[src/rtl/reg_file_scoreboard_if.sv]
// reg_file_scoreboard_if: decode/writeback bus into the register file and scoreboard
interface reg_file_scoreboard_if #(
    parameter int WIDTH    = 32,
    parameter int DEPTH    = 32,
    parameter int NUM_READ = 2
);
    localparam int AW = $clog2(DEPTH);
    logic                      w_en;
    logic [AW-1:0]             write_rg;
    logic [WIDTH-1:0]          write_data;
    logic                      issue_en;
    logic [AW-1:0]             issue_rg;
    logic [NUM_READ*AW-1:0]    read_rg;
    logic [NUM_READ*WIDTH-1:0] read_data;
    logic [NUM_READ-1:0]       rd_busy;
    logic [AW:0]               busy_count;
    modport master (
        output w_en, write_rg, write_data, issue_en, issue_rg, read_rg,
        input  read_data, rd_busy, busy_count
    );
    modport slave (
        input  w_en, write_rg, write_data, issue_en, issue_rg, read_rg,
        output read_data, rd_busy, busy_count
    );
endinterface

[src/rtl/reg_file_scoreboard.sv]
// reg_file_scoreboard: parametrised register file with per-register busy scoreboard
module reg_file_scoreboard #(
    parameter int WIDTH    = 32,
    parameter int DEPTH    = 32,
    parameter int NUM_READ = 2,
    parameter int ZERO_REG = 1,
    parameter int BYPASS   = 1
) (
    input logic                clk,
    input logic                rst,
    reg_file_scoreboard_if.slave bus
);
    localparam int AW = $clog2(DEPTH);

    logic [WIDTH-1:0]                regs_q [DEPTH];
    logic [DEPTH-1:0]                busy_q, busy_d;
    logic [AW:0]                     count_q, count_d;
    logic                            w_ok, i_ok;
    logic [NUM_READ-1:0][WIDTH-1:0]  rdata;
    logic [NUM_READ-1:0]             rbusy;

    function automatic logic legal(input logic [AW-1:0] a);
        return (int'(a) < DEPTH) && !(ZERO_REG != 0 && a == '0);
    endfunction

    assign w_ok = bus.w_en && legal(bus.write_rg);
    assign i_ok = bus.issue_en && legal(bus.issue_rg);

    // writeback clears, issue sets; issue is applied last so the newest writer wins
    always_comb begin
        busy_d = busy_q;
        if (w_ok) busy_d[bus.write_rg] = 1'b0;
        if (i_ok) busy_d[bus.issue_rg] = 1'b1;
        count_d = (AW+1)'($countones(busy_d));
    end

    // scoreboard and busy counter state
    always_ff @(posedge clk) begin
        if (rst) begin
            busy_q  <= '0;
            count_q <= '0;
        end else begin
            busy_q  <= busy_d;
            count_q <= count_d;
        end
    end

    // register storage; illegal addresses never reach here through w_ok
    always_ff @(posedge clk) begin
        if (rst) begin
            for (int i = 0; i < DEPTH; i++) regs_q[i] <= '0;
        end else if (w_ok) begin
            regs_q[bus.write_rg] <= bus.write_data;
        end
    end

    for (genvar k = 0; k < NUM_READ; k++) begin : g_rd
        logic [AW-1:0] ra;
        logic          ok, hit;
        assign ra       = bus.read_rg[k*AW +: AW];
        assign ok       = legal(ra);
        assign hit      = (BYPASS != 0) && bus.w_en && (bus.write_rg == ra);
        assign rdata[k] = !ok ? '0 : hit ? bus.write_data : regs_q[ra];
        assign rbusy[k] = ok && busy_q[ra] && !hit;
    end

    assign bus.read_data  = rdata;
    assign bus.rd_busy    = rbusy;
    assign bus.busy_count = count_q;
endmodule

[src/flat_wrapper.sv]
// flat-port wrapper written by rule: the top's interface ports become plain ports
module reg_file_scoreboard_flat 
#(
    parameter int WIDTH    = 32,
    parameter int DEPTH    = 32,
    parameter int NUM_READ = 2,
    parameter int ZERO_REG = 1,
    parameter int BYPASS   = 1
)
  (clk, rst, bus_w_en, bus_write_rg, bus_write_data, bus_issue_en, bus_issue_rg, bus_read_rg, bus_read_data, bus_rd_busy, bus_busy_count);
  reg_file_scoreboard_if #(.WIDTH(WIDTH), .DEPTH(DEPTH), .NUM_READ(NUM_READ)) bus_i ();
  input logic clk;
  input logic rst;
  input wire logic [$bits(bus_i.w_en)-1:0] bus_w_en;
  input wire logic [$bits(bus_i.write_rg)-1:0] bus_write_rg;
  input wire logic [$bits(bus_i.write_data)-1:0] bus_write_data;
  input wire logic [$bits(bus_i.issue_en)-1:0] bus_issue_en;
  input wire logic [$bits(bus_i.issue_rg)-1:0] bus_issue_rg;
  input wire logic [$bits(bus_i.read_rg)-1:0] bus_read_rg;
  output wire logic [$bits(bus_i.read_data)-1:0] bus_read_data;
  output wire logic [$bits(bus_i.rd_busy)-1:0] bus_rd_busy;
  output wire logic [$bits(bus_i.busy_count)-1:0] bus_busy_count;
  assign bus_i.w_en = bus_w_en;
  assign bus_i.write_rg = bus_write_rg;
  assign bus_i.write_data = bus_write_data;
  assign bus_i.issue_en = bus_issue_en;
  assign bus_i.issue_rg = bus_issue_rg;
  assign bus_i.read_rg = bus_read_rg;
  assign bus_read_data = bus_i.read_data;
  assign bus_rd_busy = bus_i.rd_busy;
  assign bus_busy_count = bus_i.busy_count;
  reg_file_scoreboard #(.WIDTH(WIDTH), .DEPTH(DEPTH), .NUM_READ(NUM_READ), .ZERO_REG(ZERO_REG), .BYPASS(BYPASS)) u_core (.clk(clk), .rst(rst), .bus(bus_i));
endmodule
[config.mk]
export PLATFORM = sky130hd
export DESIGN_NAME = reg_file_scoreboard_flat
export DESIGN_NICKNAME = d
export VERILOG_FILES = /design/src/rtl/reg_file_scoreboard_if.sv /design/src/rtl/reg_file_scoreboard.sv /design/src/flat_wrapper.sv
export SDC_FILE = /design/constraint.sdc
export NUM_CORES = 2
export LEC_CHECK = 0
export BUFFER_PORTS_ARGS = -buffer_cell sky130_fd_sc_hd__buf_2
export CORE_ASPECT_RATIO = 1.25
export CORE_MARGIN = 2
export CORE_UTILIZATION = 50
export DETAILED_ROUTE_END_ITERATION = 16
export PLACE_DENSITY = 0.71
export SLEW_MARGIN = 30
export SYNTH_ARGS = -nofsm -noshare
export SYNTH_HDL_FRONTEND = slang
export SYNTH_SLANG_ARGS = --single-unit
[constraint.sdc]
create_clock -name clk -period 10.6 [get_ports clk]
set_input_delay 0.53 -clock clk [delete_from_list [all_inputs] [get_ports clk]]
set_output_delay 0.53 -clock clk [all_outputs]
set_load 0.05 [all_outputs]
* Word level (Yosys, flattened, before mapping) *
Memories as Yosys holds them, arrays and structs flattened.
Index checks and enable logic that the tools add are counted.

storage, ports and cells
  memories = 1
  word-level logic and storage cells = 88
  bits in writable memories = 1024
  register bits = 38
  input bits = 56
  output and inout port bits = 72

memory list
  name           words  width  rd ports  clocked after memory_dff  write ports  line                       RTL
  u_core.regs_q  32     32     2         0                         32           reg_file_scoreboard.sv:15  logic [WIDTH-1:0] regs_q [DEPTH];

operators by class
  add/sub/neg operators = 31
  muxes and demuxes = 22
  eq/ne operators = 2
  order comparisons = 6
  reduce and logical (&&, ||, !) cells = 21
  bitwise logic cells = 3

operator list
  cell                                                        number
  two-way mux 32 bit                                          7
  adder 6 bit                                                 15
  adder 1 x 1 -> 2 bit                                        16
  bitwise AND 32 bit                                          1
  NOT 32 bit                                                  1
  OR 32 bit                                                   1
  OR reduction 32 bit                                         1
  less-than comparator 5 x 6 -> 1 bit, second input constant  4
  logical NOT 5 bit                                           4
  binary-select mux 1 bit (select 5 bit)                      2
  demux 1 bit (select 5 bit)                                  2
  == test 5 bit                                               2
  >= comparator 5 x 1 -> 1 bit, second input constant         2
  logical AND 1 bit                                           10
  two-way mux 1 bit                                           10
  logical NOT 1 bit                                           6
  two-way mux 5 bit                                           1

* Depth between registers and ports, before layout *
  word-level depth = 14
  gate-level depth with buffers = 22
  mapped depth without buffers = 21

* Least setup slack after synthesis *
OpenSTA, ideal clock, no wires.

  kind = in2reg
  from = input bus_write_rg[3]
  to = register u_core.count_q[5], in the netlist u_core.bus.busy_count[5]
  data required time = 10.530 ns
  path buffers = 2
  library setup time = 0.070 ns
  data arrival time = 5.226 ns
  stages = 20
  slack = 5.304 ns
  cells stage by stage = buf_2 > nor2b_1 > clkbuf_1 > nor2b_1 > nand2_1 > a22o_1 > ha_1 > fa_1 > inv_1 > fa_1 > inv_1 > fa_1 > fa_1 > fa_1 > ha_1 > inv_1 > fa_1 > nor2b_1 > o21ai_0 > a21oi_1

between the ends
  longest elaborated chain between the ends = 14
  elaborated cells between the ends (all ways) = 44
  classes of those cells = 31 x add/sub; 2 x order compare; 4 x mux; 3 x bitwise; 4 x reduce/logical

ends and longest elaborated chain
  element                                                                                                    line                       RTL
  from (decl)                                                                                                flat_wrapper.sv:15         input wire logic [$bits(bus_i.write_rg)-1:0] bus_write_rg;
  less-than comparator 5 x 6 -> 1 bit (not written as such) or >= comparator 5 x 1 -> 1 bit (tied branches)  reg_file_scoreboard.sv:32  if (w_ok) busy_d[bus.write_rg] = 1'b0;
  logical AND 1 bit (not written as such)                                                                    reg_file_scoreboard.sv:32
  two-way mux 1 bit (not written as such)                                                                    reg_file_scoreboard.sv:32
  demux 1 bit (select 5 bit)                                                                                 --
  NOT 32 bit (no line)                                                                                       --
  bitwise AND 32 bit (no line)                                                                               --
  two-way mux 32 bit *                                                                                       reg_file_scoreboard.sv:32
  OR 32 bit (no line)                                                                                        --
  two-way mux 32 bit *                                                                                       reg_file_scoreboard.sv:33  if (i_ok) busy_d[bus.issue_rg] = 1'b1;
  via u_core.busy_d[10]                                                                                      reg_file_scoreboard.sv:16  logic [DEPTH-1:0] busy_q, busy_d;
  adder 1 x 1 -> 2 bit (not written as such) *                                                               reg_file_scoreboard.sv:34  count_d = (AW+1)'($countones(busy_d));
  adder 6 bit (not written as such) * (4 in series)                                                          reg_file_scoreboard.sv:34
  to (signal assigned)                                                                                       reg_file_scoreboard.sv:44  count_q <= count_d;
  to (decl)                                                                                                  reg_file_scoreboard.sv:17  logic [AW:0] count_q, count_d;

The timed path passes the listed nets; every way through them passes the cells marked *.
A chain may end at the register's enable or synchronous reset.

* Worst setup path after layout *
Same ends and word-level chain as after synthesis.

==> results.md <==
* Peak supply drop at 0.154 mV
* CTS H-tree depth at 3
* Setup violators final at 0
* Vias post-DR at 38500
* Width of the die at 309 um
* Largest net degree at the start of global routing at 110
* Adder-Cell Fraction of Synth Area at 1.41%
* CTS Buf Count at 109
* WL per Instance at 35.7 um
* Die area at 0.119 mm2
* Initial DRC Count at 5852
* Simple-gate share of the synthesized area at 14.2%
* WL met1 at 65.0 mm
* #FFs+latches synth at 1062
* Largest family of logic cells by synthesized area: multiplexers
* Die height at 385 um
* CTS tree: built
* Sequential element share of the synthesized area at 54.1%
* Syn_area_per_cell at 14.6 um2
* Setup TNS at 0 ps
* Async S/R FF share, synth at 0%
* Nets at 4034
* Fill cell total of the finished layout at 9170
* DRC viols at 0
* EDFF count, synth at 1024
* Largest cells by area after synthesis: edfxtp_1, mux4_2, and2_1, clkbuf_1, mux2i_1
* Total Wirelength at 200 mm
* Most common cell after layout, fill and taps aside: edfxtp_1
* Power Total at 10.3 mW
* Metal2 WL at 95.3 mm
* Max Fclk at 189 MHz
* Mux share of post-synthesis cell area at 22.0%
* Synth top area share at 52.8%
* Worst Tran Pin Value at 1120 ps
* Clock root cell: clkbuf_16
* Routed vias/inst at 6.89
* Top sig layer: met5
* Cell area after synthesis at 0.0582 mm2
* Clk_lat worst skew at 720 ps
* Num ports at 128
* GPL Wtd Cong at 0.900
* Hold Buf Count CTS at 0
* Max Fanout on Critical Path at 9
* Syn Inst Count at 3979
* Power Dens Cells at 161 mW/mm2
* Most frequent cells in the layout: edfxtp_1, and2_1, mux4_2
* Vias in the first global route at 38900
* Synth unique cells at 67
* Hold Crit Start: bus_issue_rg[3]
* Worst hold slack at 354 ps
* Fin crit share at 50.0%
* Worst R2R Start: u_core.busy_q[21]
* WL met3 at 26.0 mm
* Crit path kind: in2reg
* DP HPWL at 111 mm
* XOR/XNOR Fraction of Synth Area at 0.196%
* Core Area at 0.115 mm2
* CTS Sinks at 1062
* Share of post-route cells with drive strength above 1 at 24.8%
* Routed Antenna Nets at 0
* Total GRT Usage at 33.6%
* Remaining global-route overflow at 0
* CP Launch Type: input port
* Clk buf depth at 3
* Warnings, synthesis at 0
* Slew HR at 25.1%
* Post-CTS sizing at 0
* Clk_skew at 22.2 ps
* Initial Utilization at 50.5%
* Drt pass-1 iters at 8
* IO buf count at 127
* Post-route minimum period at 5300 ps
* Initial antenna violation count at 26
* Cell accounting for the most synthesized area: edfxtp_1
* Clk slew on worst S/H paths at 60 ps
* Post-CTS Setup Bufs at 0
* CP required at 11230 ps
* CP endpoint kind: flop
* Arrival @ worst endpoint at 5920 ps
* Leak at 22.2 nW
* Status: completed
* Top_reg_cell synth: edfxtp_1
* Max Cap Violations at 0
* Max Transition Viols Final at 0
* First-pass GRT wire length at 279 mm
* Site Rows at 139
* Area grow syn2layout at 9.79%
* Final Hold Violating Endpoints at 0
* Critical path startpoint: bus_write_rg[3]
* RSZ-0062 raised after global routing: false
* Synth Area in Compound Gates at 4.60%
* Worst min-delay path category: in2reg
==> per-stage QoR <==
stage / instances / util, % / instance area [um2] / worst slack, ps
2_1_floorplan: 4010 / - / 58300 / 5300
3_3_place_gp: 5367 / 52.3 / 60200 / 4760
3_5_place_dp: 5368 / 52.3 / 60300 / 4700
4_1_cts: 5568 / 55.4 / 63800 / 5460
5_1_grt: 5571 / 55.5 / 63900 / 5080
6_report: 5589 / 55.5 / 63900 / 5300
==> synthesized netlist by cell type (21+ instances only) <==
library cell  instances
mux4_2              502
o22ai_1              49
a22o_1               44
ha_1                 24
nand2_1              54
dfxtp_1              38
a211oi_1             62
mux2_2               48
buf_2                64
inv_1                56
nor2b_1              67
nor3_1               51
fa_1                 26
nand3_1              37
o21ai_0              24
and2_1             1001
mux2i_1              82
nand2b_1             37
buf_4                21
nor2_1               96
edfxtp_1           1024
a22oi_1              70
clkbuf_1            300
==> flip-flops by register name, summed over array words and instances, names as in the netlist <==
signal / flops
u_core.bus.busy_count: 6
u_core.regs_q: 1024
u_core.busy_q: 32
==> cell families (layout without fill, tap and decap cells) <==
logic type | Yosys count | after routing
AOI/OAI and AO/OA | 357 | 357
other | 1 | 53
xor gates and xnor gates | 13 | 13
DFF | 1062 | 1062
muxes | 637 | 637
adders and majority gates | 50 | 50
and+or+nand+nor | 1390 | 1390
buffers and inverters | 469 | 476
==> area by class of cell <==
type,instances,area (um2),share of cell area [%]
Clock inverter,66,728,1.14
Clock buffer,134,2840,4.45
Multi-Input combinational cell,2479,25200,39.4
Antenna cell,21,52.6,0.0822
Sequential cell,1062,31500,49.3
Timing Repair Buffer,218,1450,2.27
Tap cell,1551,1940,3.04
Inverter,58,218,0.341
==> worst max-delay path, cell delays in order <==
cell     delay [ps]
buf_2           200
nor2b_1         550
nor2b_1         320
nand2_1         180
a22o_1          310
ha_1            320
fa_1            520
inv_1            60
fa_1            400
inv_1            80
fa_1            440
fa_1            460
fa_1            500
ha_1            170
inv_1            70
fa_1            420
nor2b_1         160
o21ai_0          90
a21oi_1         140
==> layer usage <==
layer  GRT usage (%)  vias to the layer above
li1                -                    15100
met1            40.4                    19400
met3            9.39                      814
met4            21.1                       22
met5               0                        -
met2            53.9                     3093
==> worst paths after layout <==
check / to / slack (ps) / cells after the start
setup / recovery: u_core.bus.busy_count[5] / 5300 / 19
hold / removal: u_core.busy_q[29] / 350 / 5
setup reg to reg: u_core.bus.busy_count[5] / 6000 / 17
hold reg to reg: u_core.busy_q[0] / 520 / 1
==> power breakdown <==
group / internal [mW] / total (mW) / switching [mW]
logic: 0.523 / 1.41 / 0.892
clock network: 2.24 / 3.93 / 1.69
registers: 4.83 / 4.95 / 0.113
total: 7.60 / 10.3 / 2.69
No activity file was read; power rests on OpenSTA's default activity.
